[src/rtl/pkt_dmux_nch.sv]
// pkt_dmux_nch: receive-side packet demultiplexer. Classifies each packet at its head beat as
// a configuration packet for this node, a foreign configuration packet (discarded) or a data
// packet. Data packets are steered to one of NUM_CH channels, prefixed by two metadata beats,
// through a 3-cycle delay line. Keeps per-channel forwarded/dropped packet counters.
module pkt_dmux_nch #(
  parameter int unsigned NUM_CH     = 4,
  parameter int unsigned SEL_LSB    = 120,
  parameter logic [15:0] CONF_ETYPE = 16'h9005,
  parameter int unsigned CNT_W      = 32,
  localparam int unsigned CH_W      = (NUM_CH > 1) ? $clog2(NUM_CH) : 1
) (
  input  logic                    i_pe_clk,
  input  logic                    i_rst_n,
  input  logic [47:0]             i_pe_conf_mac,
  input  logic                    i_data_valid,
  input  logic [133:0]            i_data,
  input  logic [167:0]            i_meta,
  input  logic [NUM_CH-1:0]       i_alf,
  input  logic [NUM_CH-1:0]       i_ch_en,
  output logic [NUM_CH-1:0]       o_data_valid,
  output logic [133:0]            o_data,
  output logic                    o_data_conf_valid,
  output logic [133:0]            o_data_conf,
  output logic [7:0]              o_conf_port,
  output logic                    o_alf,
  output logic [NUM_CH*CNT_W-1:0] o_pkt_cnt,
  output logic [NUM_CH*CNT_W-1:0] o_drop_cnt,
  output logic [CNT_W-1:0]        o_busy_drop_cnt
);

  localparam logic [1:0] TagHead = 2'b01;
  localparam logic [1:0] TagTail = 2'b10;

  typedef enum logic [2:0] {
    StIdle, StConf, StDiscard, StMeta0, StMeta1, StBody, StDrain
  } state_e;

  state_e                        state_q, state_d;
  logic [CH_W-1:0]               ch_q, ch_d;
  logic [63:0]                   meta_lo_q, meta_lo_d;
  logic                          tail_seen_q, tail_seen_d;
  logic                          pend_q, pend_d;
  logic                          dl1_v_q, dl2_v_q, dl_in_v;
  logic [133:0]                  dl1_q, dl2_q;
  logic [NUM_CH-1:0]             out_v_q, out_v_d;
  logic [133:0]                  out_q, out_d;
  logic                          conf_v_q, conf_v_d;
  logic [133:0]                  conf_q, conf_d;
  logic [7:0]                    port_q, port_d;
  logic [NUM_CH-1:0]             pkt_inc, drop_inc;
  logic                          busy_inc;
  logic [NUM_CH-1:0][CNT_W-1:0]  pkt_cnt_q, drop_cnt_q;
  logic [CNT_W-1:0]              busy_cnt_q;

  logic              is_head, is_tail, conf_etype, mac_hit, sel_ok, fwd_ok, post_tail, dl2_tail;
  logic [CH_W-1:0]   sel;
  logic [NUM_CH-1:0] sel_oh, ch_oh;
  logic [133:0]      meta0, meta1;

  assign is_head    = i_data_valid && (i_data[133:132] == TagHead);
  assign is_tail    = i_data_valid && (i_data[133:132] == TagTail);
  assign conf_etype = (i_data[31:16] == CONF_ETYPE);
  assign mac_hit    = (i_data[127:80] == i_pe_conf_mac);
  assign sel        = i_meta[SEL_LSB +: CH_W];
  assign sel_ok     = 32'(sel) < NUM_CH;
  assign fwd_ok     = sel_ok && i_ch_en[sel] && !i_alf[sel];
  assign sel_oh     = NUM_CH'(1) << sel;
  assign ch_oh      = NUM_CH'(1) << ch_q;
  assign meta0      = {2'b11, 4'h0, i_data[87:80], i_data[39:32], i_data[23:16], i_meta[167:64]};
  assign meta1      = {2'b11, 4'h0, 64'h0, meta_lo_q};
  assign dl2_tail   = dl2_v_q && (dl2_q[133:132] == TagTail);
  // Input tail already taken but the delayed packet is still leaving the output.
  assign post_tail  = (state_q == StDrain) || ((state_q == StMeta1) && tail_seen_q);

  // All enabled channels almost-full; a fully disabled block never reports almost-full.
  assign o_alf = (|i_ch_en) & (&(i_alf | ~i_ch_en));

  // Next-state, output-register and counter-increment decode.
  always_comb begin
    state_d     = state_q;
    ch_d        = ch_q;
    meta_lo_d   = meta_lo_q;
    tail_seen_d = tail_seen_q;
    pend_d      = pend_q;
    port_d      = port_q;
    conf_v_d    = 1'b0;
    conf_d      = conf_q;
    pkt_inc     = '0;
    drop_inc    = '0;
    busy_inc    = 1'b0;
    dl_in_v     = 1'b0;
    out_v_d     = '0;
    out_d       = '0;

    if (dl2_v_q) begin
      out_v_d = ch_oh;
      out_d   = dl2_q;
    end

    // A head arriving while draining is dropped whole; pend_q tracks its unfinished beats.
    if (post_tail) begin
      if (is_head) begin
        busy_inc = 1'b1;
        pend_d   = 1'b1;
      end else if (is_tail) begin
        pend_d   = 1'b0;
      end
    end

    unique case (state_q)
      StIdle: begin
        if (is_head) begin
          meta_lo_d   = i_meta[63:0];
          tail_seen_d = 1'b0;
          pend_d      = 1'b0;
          if (conf_etype && mac_hit) begin
            state_d  = StConf;
            port_d   = i_meta[159:152];
            conf_v_d = 1'b1;
            conf_d   = i_data;
          end else if (conf_etype || !sel_ok) begin
            state_d = StDiscard;
          end else if (!fwd_ok) begin
            state_d       = StDiscard;
            drop_inc[sel] = 1'b1;
          end else begin
            state_d      = StMeta0;
            ch_d         = sel;
            pkt_inc[sel] = 1'b1;
            dl_in_v      = 1'b1;
            out_v_d      = sel_oh;
            out_d        = meta0;
          end
        end
      end
      StConf: begin
        if (i_data_valid) begin
          conf_v_d = 1'b1;
          conf_d   = i_data;
        end
        if (is_tail) state_d = StIdle;
      end
      StDiscard: begin
        if (is_tail) state_d = StIdle;
      end
      StMeta0: begin
        dl_in_v = i_data_valid;
        out_v_d = ch_oh;
        out_d   = meta1;
        if (is_tail) tail_seen_d = 1'b1;
        state_d = StMeta1;
      end
      StMeta1: begin
        if (!tail_seen_q) dl_in_v = i_data_valid;
        state_d = (tail_seen_q || is_tail) ? StDrain : StBody;
      end
      StBody: begin
        dl_in_v = i_data_valid;
        if (is_tail) state_d = StDrain;
      end
      StDrain: begin
        if (dl2_tail) state_d = pend_d ? StDiscard : StIdle;
      end
      default: state_d = StIdle;
    endcase
  end

  // Control state and output registers.
  always_ff @(posedge i_pe_clk or negedge i_rst_n) begin
    if (!i_rst_n) begin
      state_q     <= StIdle;
      ch_q        <= '0;
      meta_lo_q   <= '0;
      tail_seen_q <= 1'b0;
      pend_q      <= 1'b0;
      out_v_q     <= '0;
      out_q       <= '0;
      conf_v_q    <= 1'b0;
      conf_q      <= '0;
      port_q      <= '0;
    end else begin
      state_q     <= state_d;
      ch_q        <= ch_d;
      meta_lo_q   <= meta_lo_d;
      tail_seen_q <= tail_seen_d;
      pend_q      <= pend_d;
      out_v_q     <= out_v_d;
      out_q       <= out_d;
      conf_v_q    <= conf_v_d;
      conf_q      <= conf_d;
      port_q      <= port_d;
    end
  end

  // Two internal delay stages; the output register forms the third.
  always_ff @(posedge i_pe_clk or negedge i_rst_n) begin
    if (!i_rst_n) begin
      dl1_v_q <= 1'b0;
      dl1_q   <= '0;
      dl2_v_q <= 1'b0;
      dl2_q   <= '0;
    end else begin
      dl1_v_q <= dl_in_v;
      dl1_q   <= i_data;
      dl2_v_q <= dl1_v_q;
      dl2_q   <= dl1_q;
    end
  end

  // Packet counters, wrapping at 2^CNT_W.
  always_ff @(posedge i_pe_clk or negedge i_rst_n) begin
    if (!i_rst_n) begin
      pkt_cnt_q  <= '0;
      drop_cnt_q <= '0;
      busy_cnt_q <= '0;
    end else begin
      for (int unsigned c = 0; c < NUM_CH; c++) begin
        if (pkt_inc[c])  pkt_cnt_q[c]  <= pkt_cnt_q[c] + 1'b1;
        if (drop_inc[c]) drop_cnt_q[c] <= drop_cnt_q[c] + 1'b1;
      end
      if (busy_inc) busy_cnt_q <= busy_cnt_q + 1'b1;
    end
  end

  assign o_data_valid      = out_v_q;
  assign o_data            = out_q;
  assign o_data_conf_valid = conf_v_q;
  assign o_data_conf       = conf_q;
  assign o_conf_port       = port_q;
  assign o_pkt_cnt         = pkt_cnt_q;
  assign o_drop_cnt        = drop_cnt_q;
  assign o_busy_drop_cnt   = busy_cnt_q;

endmodule

[config.mk]
export PLATFORM = sky130hd
export DESIGN_NAME = pkt_dmux_nch
export DESIGN_NICKNAME = d
export VERILOG_FILES = /design/src/rtl/pkt_dmux_nch.sv
export SDC_FILE = /design/constraint.sdc
export NUM_CORES = 1
export LEC_CHECK = 0
export CAP_MARGIN = 0
export CORE_AREA = 4 4 360 362
export CTS_BUF_LIST = sky130_fd_sc_hd__clkbuf_8
export DETAILED_ROUTE_END_ITERATION = 6
export DIE_AREA = 0 0 364 366
export GPL_ROUTABILITY_DRIVEN = 0
export SYNTH_ARGS = -nofsm -noshare
export SYNTH_HDL_FRONTEND = slang
export SYNTH_SLANG_ARGS = --single-unit
[constraint.sdc]
create_clock -name i_pe_clk -period 3.3 [get_ports i_pe_clk]
set_input_delay 0.66 -clock i_pe_clk [delete_from_list [all_inputs] [get_ports i_pe_clk]]
set_output_delay 0.66 -clock i_pe_clk [all_outputs]
set_load 0.005 [all_outputs]
==> impl_metrics.env, run 1 <==
export IMPL_cts_resized=0
export IMPL_path_clk_slew_ns=0.06
export IMPL_start_util=0.275
export IMPL_tightest_slew_ns=1.11
export IMPL_endpoint_kind="output port"
export IMPL_crit_arrival_ns=2.46
export IMPL_wire_per_inst_um=23.2
export IMPL_yosys_warnings=0
export IMPL_syn_inst=2864
export IMPL_track_usage=0.200
export IMPL_cts_sinks=910
export IMPL_viasPerCell=4.70
export IMPL_total_power_mw=32.9
export IMPL_async_flop_share=1.00
export IMPL_hold_end="dl1_q[73]"
export IMPL_io_pins=931
export IMPL_r2r_worst_path_cells=9
export IMPL_worst_slack_ns=0.181
export IMPL_htree_levels=4
export IMPL_die_height_um=366
export IMPL_port_buffer_count=930
export IMPL_tns_ns=0
export IMPL_multiInputGateArea_mm2=0.0115
export IMPL_drt_iter0_drc=1886
export IMPL_maxCapViolCount=0
export IMPL_reg2reg_from="state_q[0]"
export IMPL_yosysSeqAreaShare=0.655
export IMPL_holdPathStages=1
export IMPL_yosys_register_bits=910
export IMPL_ir_worst_vdd_mv=0.476
export IMPL_fmax_mhz=321
export IMPL_ctsLongestPathBuffers=3
export IMPL_timing_reg2reg_setup_slack_ns=0.54
export IMPL_syn_avg_cell_area_um2=12.1
export IMPL_antenna_found_initial=14
export IMPL_fin_nets=4428
export IMPL_status="completed"
export IMPL_finalCriticalPeriod_ns=3.12
export IMPL_hp_start="i_data[73]"
export IMPL_met1_length_mm=54.9
export IMPL_cts_made_buffers=162
export IMPL_critPathRequiredTime_ns=2.64
export IMPL_grt_start_max_net_pins=112
export IMPL_rsz0062_at_grt="false"
export IMPL_drt_pass1_iter_count=7
export IMPL_drtAntennaViolNets=0
export IMPL_placed_cell_area_mm2=0.0479
export IMPL_wl_met2_mm=66.4
export IMPL_syn_area_mm2=0.0348
export IMPL_detailedPlace_worstSlack_ns=-0.682
export IMPL_report_final_slew_viol_count=0
export IMPL_post_cts_buffers=0
export IMPL_grt_pass1_wl_mm=197
export IMPL_startpoint_type="primary input"
export IMPL_skew_ns=0.0371
export IMPL_row_count=131
export IMPL_ff_latch_area_mm2=0.0228
export IMPL_die_area_mm2=0.133
export IMPL_overflow=0
export IMPL_maxUsedRoutingLayer="met5"
export IMPL_power_density_mw_per_mm2=643
export IMPL_clock_latency_ns=0.85
export IMPL_fillCellCount=12100
export IMPL_hold_ws_ns=0.271
export IMPL_hold_violations=0
export IMPL_fin_util=0.404
export IMPL_dp_final_hpwl_mm=102
export IMPL_area_delta_synth_final_pct=47.2
export IMPL_first_global_vias=28600
export IMPL_cts_tree="done"
export IMPL_drc=0
export IMPL_final_area_mm2=0.0512
export IMPL_drive_gt1_frac=0.149
export IMPL_crit_path_max_fanout=6
export IMPL_die_w_um=364
export IMPL_synthDistinctLibCells=50
export IMPL_dp_cells=5555
export IMPL_r2r_end="o_data_conf[46]"
export IMPL_holdBufCountCts=1
export IMPL_p_leak_nw=22.9
export IMPL_num_vias=27500
export IMPL_finalWirelength_mm=136
export IMPL_core_mm2=0.127
export IMPL_synth_edf_count=0
export IMPL_hold_class="primary input to flip-flop"
export IMPL_finalNonFillerCells=5849
export IMPL_setup_violations=0
export IMPL_ctsRootBufferMaster="clkbuf_8"
export IMPL_critPathKind="primary input to output port"
export IMPL_dr_wl_met3_mm=9.63
export IMPL_fin_crit_sh=0.945
export IMPL_synth_fp_nets=3234
export IMPL_slew_headroom=0.263
export IMPL_synth_flop_cell="dfrtp_1"
-- Yosys cell counts, types with 3 or more instances --
| master | n | area, um2 |
|---|---|---|
| a21oi_1 | 21 | 105 |
| a32oi_1 | 57 | 499 |
| and2_1 | 21 | 131 |
| and3_1 | 58 | 363 |
| and3b_1 | 3 | 26.3 |
| and4_1 | 31 | 272 |
| buf_1 | 24 | 90.1 |
| buf_2 | 8 | 40.0 |
| clkbuf_1 | 100 | 375 |
| dfrtp_1 | 910 | 22800 |
| ha_1 | 9 | 113 |
| inv_1 | 17 | 63.8 |
| mux2_1 | 20 | 225 |
| mux2_2 | 128 | 1440 |
| nand2_1 | 465 | 1750 |
| nand2b_1 | 9 | 56.3 |
| nand3_1 | 278 | 1390 |
| nand3b_1 | 3 | 22.5 |
| nand4_1 | 151 | 945 |
| nor2_1 | 85 | 319 |
| nor2b_1 | 8 | 50.1 |
| nor3_1 | 43 | 215 |
| nor3b_1 | 3 | 22.5 |
| nor4_1 | 28 | 175 |
| o21ai_0 | 17 | 85.1 |
| or3_1 | 6 | 37.5 |
| or4_1 | 4 | 30.0 |
| xnor2_1 | 207 | 1810 |
| xor2_1 | 120 | 1050 |
-- metal layers --
metal	GRT usage	up-vias
li1	-	12300
met1	0.244	13900
met2	0.337	1056
met3	0.0562	232
met4	0.0765	2
met5	0	-
-- layout by cell type, fill, tap and decap left out, types with 3 or more instances in the layout --
cell type,netlist,layout
nand3b_1,3,3
clkinvlp_4,0,4
clkinv_2,0,17
xor2_1,120,120
xnor2_1,207,207
a21oi_1,21,21
nor2_1,85,80
and3_1,58,58
dfrtp_1,910,909
and4_1,31,31
mux2_1,20,20
or3_1,6,6
nand2_1,465,462
nor3_1,43,41
and2_1,21,19
nor3b_1,3,3
nor2b_1,8,8
inv_1,17,67
buf_4,0,200
diode_2,0,5
a32oi_1,57,57
clkbuf_8,0,204
nand3_1,278,278
clkdlybuf4s50_1,0,929
nand2b_1,9,9
mux2_2,128,128
buf_12,0,31
nor4_1,28,25
nor2_4,0,4
or4_1,4,4
ha_1,9,9
inv_8,0,5
nand4_1,151,151
and3b_1,3,3
nand2_4,0,3
nor4_2,2,5
o21ai_0,17,17
-- power by group --
group / switching, mW / internal, mW
logic: 3.78 / 4.33
registers: 1.14 / 13.1
clock network: 4.83 / 5.75
-- cells by family after synthesis --
kind of cell,after synthesis,share of synthesized area
simple gates,1213,0.172
flops,910,0.655
xor+xnor,327,0.0823
buf+inv,150,0.0165
mux,150,0.0492
compound gates,105,0.0219
fa+ha+maj,9,0.00324
-- worst max path at each step --
stage	startpoint	end	slack, ns	cells past startpoint
6_report	i_alf[0]	o_alf	0.18	6
4_1_cts	i_alf[0]	o_alf	0.18	6
3_3_place_gp	i_data[19]	o_data_conf[0]	-0.69	11
5_1_grt	i_data[19]	o_data_conf[60]	0.10	11
2_1_floorplan	i_ch_en[3]	o_drop_cnt[91]	0.44	7
3_5_place_dp	i_data[19]	o_data_conf[46]	-0.68	11
-- flip-flops by register name, indices dropped and copies added, names as in the netlist --
name and count:
meta_lo_q 64, ch_q 2, o_drop_cnt 128, o_data 134, tail_seen_q 1, o_conf_port 8
o_data_conf 134, dl2_q 134, o_data_conf_valid 1, o_pkt_cnt 128, pend_q 1, dl1_v_q 1
dl1_q 134, o_data_valid 4, dl2_v_q 1, o_busy_drop_cnt 32, state_q 3
-- critical path: stages --
cell	delay, ns
clkdlybuf4s50_1	0.65
nand2b_1	0.18
buf_4	0.14
nand4_1	0.13
nor2_1	0.16
clkdlybuf4s50_1	0.52
-- final cells by class --
cell class,instances,area share
antenna,5,0.000244
clock buffer,204,0.0548
clock inverter,84,0.00951
inverter,18,0.00137
multi-input combinational,1804,0.225
sequential,910,0.445
tap,1662,0.0406
timing repair buffer,1162,0.224
Power figures use the tool's default switching activity.
==> inputs of run 2 (changes only) <==
Settings changed: ABC_AREA set to 1, CORE_AREA 4 4 360 362 to 4 4 358 360, DIE_AREA 0 0 364 366 to 0 0 362 364.
==> impl_metrics.env, run 2 <==
export IMPL_die_height_um=364
export IMPL_die_w_um=362
export IMPL_status="completed"
export IMPL_grt_start_max_net_pins=152
export IMPL_area_delta_synth_final_pct=38.7
export IMPL_ctsLongestPathBuffers=3
export IMPL_overflow=0
export IMPL_synth_edf_count=0
export IMPL_yosysTopAreaCell="dfrtp_1"
export IMPL_finalWirelength_mm=172
export IMPL_slew_headroom=0.352
export IMPL_port_buffer_count=930
export IMPL_antenna_found_initial=25
export IMPL_synthDistinctLibCells=38
export IMPL_fin_crit_sh=0.919
export IMPL_ctsRootBufferMaster="clkbuf_8"
export IMPL_cts_tree="done"
export IMPL_hold_class="primary input to flip-flop"
export IMPL_path_clk_slew_ns=0.06
export IMPL_fillCellCount=12200
export IMPL_synth_flop_cell="dfrtp_1"
export IMPL_critPathRequiredTime_ns=2.64
export IMPL_final_common_cell="nand2_1"
export IMPL_wire_per_inst_um=22.0
export IMPL_endpoint_kind="output port"
export IMPL_synth_most_common_cell="nand2_1"
export IMPL_crit_path_cell_trace="clkdlybuf4s50_1 -> inv_1 -> o22ai_1 -> nor3_1 -> buf_4 -> clkdlybuf4s50_1"
export IMPL_critPathKind="primary input to output port"
export IMPL_synth_top_area_share=0.555
export IMPL_num_vias=38000
export IMPL_hp_start="i_data[64]"
export IMPL_startpoint_type="primary input"
export IMPL_drt_pass1_iter_count=6
export IMPL_cts_sinks=910
export IMPL_ys_top_cells_by_area="dfrtp_1, nand2_1, nand3_1, inv_1, xor2_1"
export IMPL_grt_pass1_wl_mm=249
export IMPL_cts_made_buffers=164
export IMPL_worst_slack_ns=0.267
export IMPL_r2r_worst_path_cells=9
export IMPL_report_final_slew_viol_count=0
export IMPL_holdPathStages=1
export IMPL_crit_arrival_ns=2.37
export IMPL_holdBufCountCts=1
export IMPL_rsz0062_at_grt="false"
export IMPL_drc=0
export IMPL_fin_nets=6401
export IMPL_cts_resized=0
export IMPL_row_count=130
export IMPL_syn_inst=4956
export IMPL_detailedPlace_worstSlack_ns=0.0886
export IMPL_drt_iter0_drc=3274
export IMPL_yosys_register_bits=910
export IMPL_multiInputGateArea_mm2=0.0158
export IMPL_hold_violations=0
export IMPL_skew_ns=0.0419
export IMPL_io_pins=931
export IMPL_drive_gt1_frac=0.0729
export IMPL_ir_worst_vdd_mv=0.654
export IMPL_crit_top_cell="clkdlybuf4s50_1"
export IMPL_critical_path_slowest_cell="clkdlybuf4s50_1"
export IMPL_fmax_mhz=330
export IMPL_syn_avg_cell_area_um2=8.28
export IMPL_yosysSeqAreaShare=0.555
export IMPL_tightest_slew_ns=0.972
export IMPL_crit_family="buffers and inverters"
export IMPL_htree_levels=4
export IMPL_finalCriticalPeriod_ns=3.03
export IMPL_dp_final_hpwl_mm=130
export IMPL_yosys_warnings=0
export IMPL_layout_common_cells="nand2_1, clkdlybuf4s50_1, dfrtp_1"
export IMPL_syn_area_mm2=0.0410
export IMPL_post_cts_buffers=0
export IMPL_maxCapViolCount=0
export IMPL_drtAntennaViolNets=0
export IMPL_hold_end="dl1_q[64]"
export IMPL_start_util=0.328
export IMPL_crit_buf_inv=4
export IMPL_reg2reg_from="state_q[2]"
export IMPL_clock_latency_ns=0.90
export IMPL_power_density_mw_per_mm2=657
export IMPL_die_area_mm2=0.132
export IMPL_p_leak_nw=27.1
export IMPL_viasPerCell=4.86
export IMPL_synth_fp_nets=5326
export IMPL_setup_violations=0
export IMPL_async_flop_share=1.00
export IMPL_critPathMaxStageDelay_ns=0.51
export IMPL_core_mm2=0.125
export IMPL_first_global_vias=37200
export IMPL_tns_ns=0
export IMPL_yosys_top_cells_count="nand2_1, dfrtp_1, nand3_1"
export IMPL_crit_path_max_fanout=3
export IMPL_ff_latch_area_mm2=0.0228
export IMPL_timing_reg2reg_setup_slack_ns=0.80
export IMPL_r2r_end="o_data[14]"
export IMPL_track_usage=0.255
==> run 2: where the power goes <==
group / switching [mW] / leakage, nW / internal (mW) / total [mW]
clock network: 5.12 / 1.97 / 6.20 / 11.3
registers: 1.75 / 11.4 / 13.5 / 15.2
logic: 5.71 / 13.7 / 5.11 / 10.8
==> run 2: how the worst max path moves through the flow <==
| stage | slack [ns] | from | cells past startpoint | to |
|---|---|---|---|---|
| 3_3_place_gp | 0.10 | i_data[109] | 11 | o_data_conf[56] |
| 5_1_grt | 0.15 | i_ch_en[0] | 6 | o_alf |
| 4_1_cts | 0.17 | i_ch_en[0] | 6 | o_alf |
| 2_1_floorplan | 1.18 | i_data[133] | 11 | o_pkt_cnt[50] |
| 6_report | 0.27 | i_ch_en[0] | 6 | o_alf |
| 3_5_place_dp | 0.09 | i_data[109] | 11 | o_data_conf[46] |
==> run 2: per-layer routing <==
layer | up-vias | track usage | part of all wire
met1 | 18300 | 0.327 | 0.41
met2 | 1634 | 0.401 | 0.46
li1 | 17800 | - | -
met3 | 342 | 0.0721 | 0.084
met5 | - | 0 | 0
met4 | 0 | 0.118 | 0.044
==> run 2: cell families after synthesis <==
logic type / share of synthesized area
AO/OA/AOI/OAI: 0.0250
XOR/XNOR: 0.0581
adder cells (fa/ha/maj): 0.00274
buffers and inverters: 0.0612
flip-flops: 0.555
AND/OR/NAND/NOR: 0.298
==> run 2: area by class of cell <==
type                            instances  area share
Antenna cell                           22    0.000968
Sequential cell                       910       0.400
Timing Repair Buffer                 1085       0.192
Tap cell                             1650      0.0363
Clock buffer                          212      0.0513
Inverter                              459      0.0304
Multi-Input combinational cell       3411       0.278
Clock inverter                         82      0.0104
==> run 2: metrics by stage <==
step           instances   util  cell area (um2)  hold WS (ns)  total power [mW]
4_1_cts             7809  0.454            56800         0.105              37.8
6_report            7831  0.455            56900         0.241              37.4
5_1_grt             7828  0.455            56900         0.147              39.3
3_3_place_gp        7514  0.426            53300         0.332              26.1
3_5_place_dp        7514  0.426            53300         0.335              26.2
2_1_floorplan       4956      -            41000         0.331              18.9
==> patch 1 (settings of run 1) <==
Set the parameter `SEL_LSB` to 60 (it was 120).
--- a/src/rtl/pkt_dmux_nch.sv
+++ b/src/rtl/pkt_dmux_nch.sv
@@ -5,5 +5,5 @@
 module pkt_dmux_nch #(
   parameter int unsigned NUM_CH     = 4,
-  parameter int unsigned SEL_LSB    = 120,
+  parameter int unsigned SEL_LSB    = 60,
   parameter logic [15:0] CONF_ETYPE = 16'h9005,
   parameter int unsigned CNT_W      = 32,
Check against the original RTL: not settled (the Yosys comparison gave no result); the edit may change what the design does.
==> patch 1 against run 1 <==
  * Count of clock-buffer cells in the layout decreased by 6
  * Area after synthesis increased by 0.54%
  * Register-to-register slack got worse by 190 ps
  * Power increased by 1.0%
  * Combinational power increased by 3.2%
  * Final area increased by 0.29%
  * Routed wire length decreased by 0.62%
  * Sequential cell count unchanged
  * Setup slack got worse by 44 ps
  * Critical path type is now in2reg
  * Largest cell class unchanged
  * Largest power group unchanged
==> patch 1: results (changes against run 1) <==
stage,metric,value,unit,change
synth,Post-Syn Nets,3227,,-0.22%
status,status,finished clean,,
synth,Cell variety after synth,55,,+10%
routing,met2 wire len,65000,um,-2.0%
cells_and_area,Syn-to-layout area delta,46.8,%,
worst_setup_path,Worst path max stage delay,600,ps,-50 ps
sta,final worst hold slack,272,ps,+0.770 ps
routing,DR vias,27118,,-1.3%
sta,worst slew pin tran,1010,ps,-90.6 ps
global_route,antenna violations before repair,23,,+9
cells_and_area,inverters,26,,+8
cells_and_area,Filler cells,12071,,-0.40%
sta,fin crit period,3160,ps,+43.7 ps
global_route,GRT met1 Usage,0.244,,about the same
clock_tree,clk_lat worst skew,870,ps,+20 ps
min_path,hold path endpoint,dl1_q[65],,
power_and_ir_drop,worst ir drop on vdd,0.462,mV,-3.0%
synth,most frequent cells after synthesis,"dfrtp_1 (910), nand2_1 (461), nand3_1 (220), xnor2_1 (186), xor2_1 (141)",,
synth,dominant cells by area after synthesis,"dfrtp_1 (65%), nand2_1 (4.9%), xnor2_1 (4.7%)",,
global_route,gr usage total,0.200,,-0.000894
cells_and_area,Buffers excl. clock,1163,,+0.086%
worst_setup_path,Worst Setup SP,i_data[23],,
routing,Starting DRT DRC Count,1810,,-4.0%
cells_and_area,clock buffers,198,,-2.9%
sta,clock skew,34.3,ps,-2.74 ps
worst_setup_path,crit path to,o_data_conf[52],,
cells_and_area,fraction of area in multi-input gates,0.226,,+0.00133
global_route,M2 GR Usage,0.327,,-0.00984
cells_and_area,buffering overhead,0.224,,about the same
worst_setup_path,R2R Setup Slk,350,ps,-190 ps
synth,"Seq/Total Area, Yosys",0.651,,-0.00351
synth,cell count after synthesis,2857,,-0.24%
routing,metal3 WL,10700,um,+11%
placement,Detailed Place HPWL,103000,um,+0.32%
worst_setup_path,Worst R2R Path Depth,8,,-1
worst_setup_path,Crit path arrival time,3890,ps,+1430 ps
global_route,GR Util met3,0.0642,,+0.00795
worst_setup_path,RR Endpoint,o_drop_cnt[26],,
routing,met1 WL,54600,um,-0.60%
cells_and_area,NumNets Final,4422,,-0.14%
## patch 1: changes by cell type in the layout (fill, tap and decap cells not counted), sizes merged, moves of 15 or more
cell   before  now
nand3     278  220
o21ai      18   76
nor2       85  106
xnor2     207  186
xor2      120  141
diode       5   20
nand4     151  136
## patch 1: power by group
part | switching [mW] | internal (mW)
combinational | 3.77 | 4.62
sequential | 1.21 | 13.1
clock | 4.83 | 5.73
## patch 1: worst max-delay path: cells and delay by family
kind | cells | cell delay [ps]
AND/OR/NAND/NOR | 5 | 1880
buffers and inverters | 4 | 980
multiplexers | 1 | 310
## patch 1: kinds of logic after synthesis
family | count (synthesis) | share of synthesized area
adders and majority gates | 9 | 0.00322
AOI/OAI and AO/OA | 168 | 0.0312
muxes | 150 | 0.0552
buffers and inverters | 158 | 0.0189
and+or+nand+nor | 1135 | 0.158
DFF | 910 | 0.651
xor gates and xnor gates | 327 | 0.0819
## patch 1: repair_timing
item                      4_1_cts  5_1_grt
buffers inserted                0        0
hold buffers                    1        0
hold endpoints to repair       44        0
==> patch 2 (config.mk and constraints of run 1) <==
Made on the original files. Reset style: synchronous (`i_rst_n`), changed in 3 clocked blocks.
--- a/src/rtl/pkt_dmux_nch.sv
+++ b/src/rtl/pkt_dmux_nch.sv
@@ -167,5 +167,5 @@
 
   // Control state and output registers.
-  always_ff @(posedge i_pe_clk or negedge i_rst_n) begin
+  always_ff @(posedge i_pe_clk) begin
     if (!i_rst_n) begin
       state_q     <= StIdle;
@@ -194,5 +194,5 @@
 
   // Two internal delay stages; the output register forms the third.
-  always_ff @(posedge i_pe_clk or negedge i_rst_n) begin
+  always_ff @(posedge i_pe_clk) begin
     if (!i_rst_n) begin
       dl1_v_q <= 1'b0;
@@ -209,5 +209,5 @@
 
   // Packet counters, wrapping at 2^CNT_W.
-  always_ff @(posedge i_pe_clk or negedge i_rst_n) begin
+  always_ff @(posedge i_pe_clk) begin
     if (!i_rst_n) begin
       pkt_cnt_q  <= '0;
Check against the original RTL: not settled (the Yosys comparison gave no result); the edit may change what the design does.
==> patch 2 against run 1 <==
  * The flow now finishes with violations (DRC)
  * Sequential cell count stayed put
  * Area after synthesis fell by 0.19%
  * Final area shrank 1.8%
  * First-iteration DRC count increased by 36%
  * Setup slack better by 310 ps
  * Routed wire length is 15% higher
  * Hold slack got worse by 79 ps
  * Global-route usage grew 2.6 points
  * Critical endpoint unchanged
  * Highest routed layer unchanged
Power is not compared: it rests on default switching activity, and its combinational part moved more than twofold at a synthesized area within 25%.
==> patch 2: results (changes against run 1) <==
stage,metric,value,unit,change
placement,pre-CTS WS,-115,ps,+567 ps
global_route,vias in the first global route,31241,,+9.4%
synth,dominant cells by area after synthesis,"dfxtp_1 (52%), and2_1 (6.0%), xnor2_1 (3.8%)",,
routing,WL/cell,23.9,um,+2.8%
synth,Syn. warnings,0,,unchanged
status,failing checks,DRC,,
placement,Detailed Place HPWL,120000,um,+17%
min_path,worst hold path type,in2reg,,
placement,input/output buffers,930,,unchanged
clock_tree,Clock Path Buffers,3,,unchanged
synth,"Seq/Total Area, Yosys",0.525,,-0.130
clock_tree,number of CTS-inserted buffers,161,,-0.62%
routing,First-pass DRT Iterations,7,,unchanged
worst_setup_path,CP Max Fanout,3,,-3
global_route,largest net degree at the start of global routing,158,,+41%
clock_tree,post-CTS setup buffers,0,,unchanged
global_route,antenna violations before repair,32,,+18
status,status,"finished, violations left",,
placement,placed cell area,47000,um2,-1.8%
global_route,first-pass GRT wire length,222000,um,+13%
synth,XOR/XNOR Fraction of Synth Area,0.0636,,-0.0188
clock_tree,H-tree depth,4,,unchanged
sta,clock skew,43.8,ps,+6.73 ps
routing,Starting DRT DRC Count,2564,,+36%
synth,Synth async-reset ratio,0,,-1.00
synth,Cell variety after synth,62,,+24%
clock_tree,clk_lat worst skew,870,ps,+20 ps
power_and_ir_drop,worst ir drop on vdd,0.347,mV,
routing,Vias/cell,4.96,,+5.7%
synth,Synth Flop Type,dfxtp_1,,
global_route,gr usage total,0.226,,+0.0258
cells_and_area,NumNets Final,5129,,+16%
clock_tree,Clock transition at path regs,60,ps,about the same
synth,post-synthesis compound-gate area fraction,0.120,,+0.0980
cells_and_area,Filler cells,12625,,+4.2%
power_and_ir_drop,Int Pwr,17.5,mW,
synth,Adder-Cell Fraction of Synth Area,0.00324,,+0.00000607
synth,most frequent cells after synthesis,"dfxtp_1 (910), and2_1 (332), nand2_1 (304), nor2_1 (293), nand3_1 (255)",,
sta,Slew Limit Headroom,0.419,,+0.155
synth,multiplexer area fraction after synthesis,0.00851,,-0.0407
worst_setup_path,Crit path arrival time,2150,ps,-310 ps
synth,Post-Syn Nets,4118,,+27%
power_and_ir_drop,LEAKAGE,17.6,nW,
clock_tree,root buffer cell,clkbuf_8,,
cells_and_area,share of layout cells above drive strength 1,0.0907,,-0.0587
routing,residual DRC count,1,,+1
clock_tree,Resized Gates After CTS,0,,unchanged
-- patch 2: cells by family after synthesis --
family | Yosys count
buffers and inverters | 318
AO/OA/AOI/OAI | 604
adder cells (fa/ha/maj) | 9
flip-flops | 910
XOR/XNOR | 252
multiplexers | 27
AND/OR/NAND/NOR | 1628
-- patch 2: layout make-up --
| type | count | area, um2 | share of cell area |
|---|---|---|---|
| well taps | 1662 | 2080 | 0.0414 |
| inverters | 53 | 206 | 0.00411 |
| flip-flops and latches | 910 | 18200 | 0.362 |
| clock inverters | 97 | 602 | 0.0120 |
| diodes | 20 | 50.0 | 0.000995 |
| clock buffers | 191 | 2630 | 0.0523 |
| repair buffers | 1113 | 11200 | 0.222 |
| multi-input cells | 2520 | 15300 | 0.305 |
-- patch 2: power by group through the flow --
| stage | sequential [mW] | clock, mW | combinational (mW) |
|---|---|---|---|
| finish | 11.3 | 10.5 | 1.62 |
| global route | 11.3 | 11.3 | 1.71 |
| CTS | 11.3 | 10.8 | 1.63 |
| detailed placement | 11.5 | 0 | 1.62 |
| global placement | 11.5 | 0 | 1.61 |
| floorplan | 11.5 | 0 | 0.570 |
-- patch 2: worst paths after layout --
check / startpoint / endpoint / slack (ps) / depth (start not counted)
worst max-delay path: i_alf[2] / o_alf / 490 / 6
worst min-delay path: i_rst_n / tail_seen_q / 190 / 3
worst max register to register: o_pkt_cnt[11] / o_pkt_cnt[31] / 650 / 6
worst min register to register: dl1_q[110] / dl2_q[110] / 410 / 1
-- patch 2: metal layers --
metal	up-vias	GRT usage	wire length, um
met5	-	0	134
met4	20	0.0918	6490
met3	292	0.0668	12700
met2	1384	0.378	74100
met1	15642	0.271	63600
li1	15239	-	-
-- patch 2: through the flow --
stage | instances | setup TNS, ps
floorplan | 3748 | 0
global placement | 6258 | -784
detailed placement | 6258 | -799
CTS | 6546 | 0
global route | 6552 | 0
finish | 6566 | 0
-- patch 2: worst max-delay path, stage by stage --
cell and delay (ps):
clkdlybuf4s50_1 490, nand2b_1 130, buf_4 140, nand4_1 100, nor2_1 110, clkdlybuf4s50_1 510
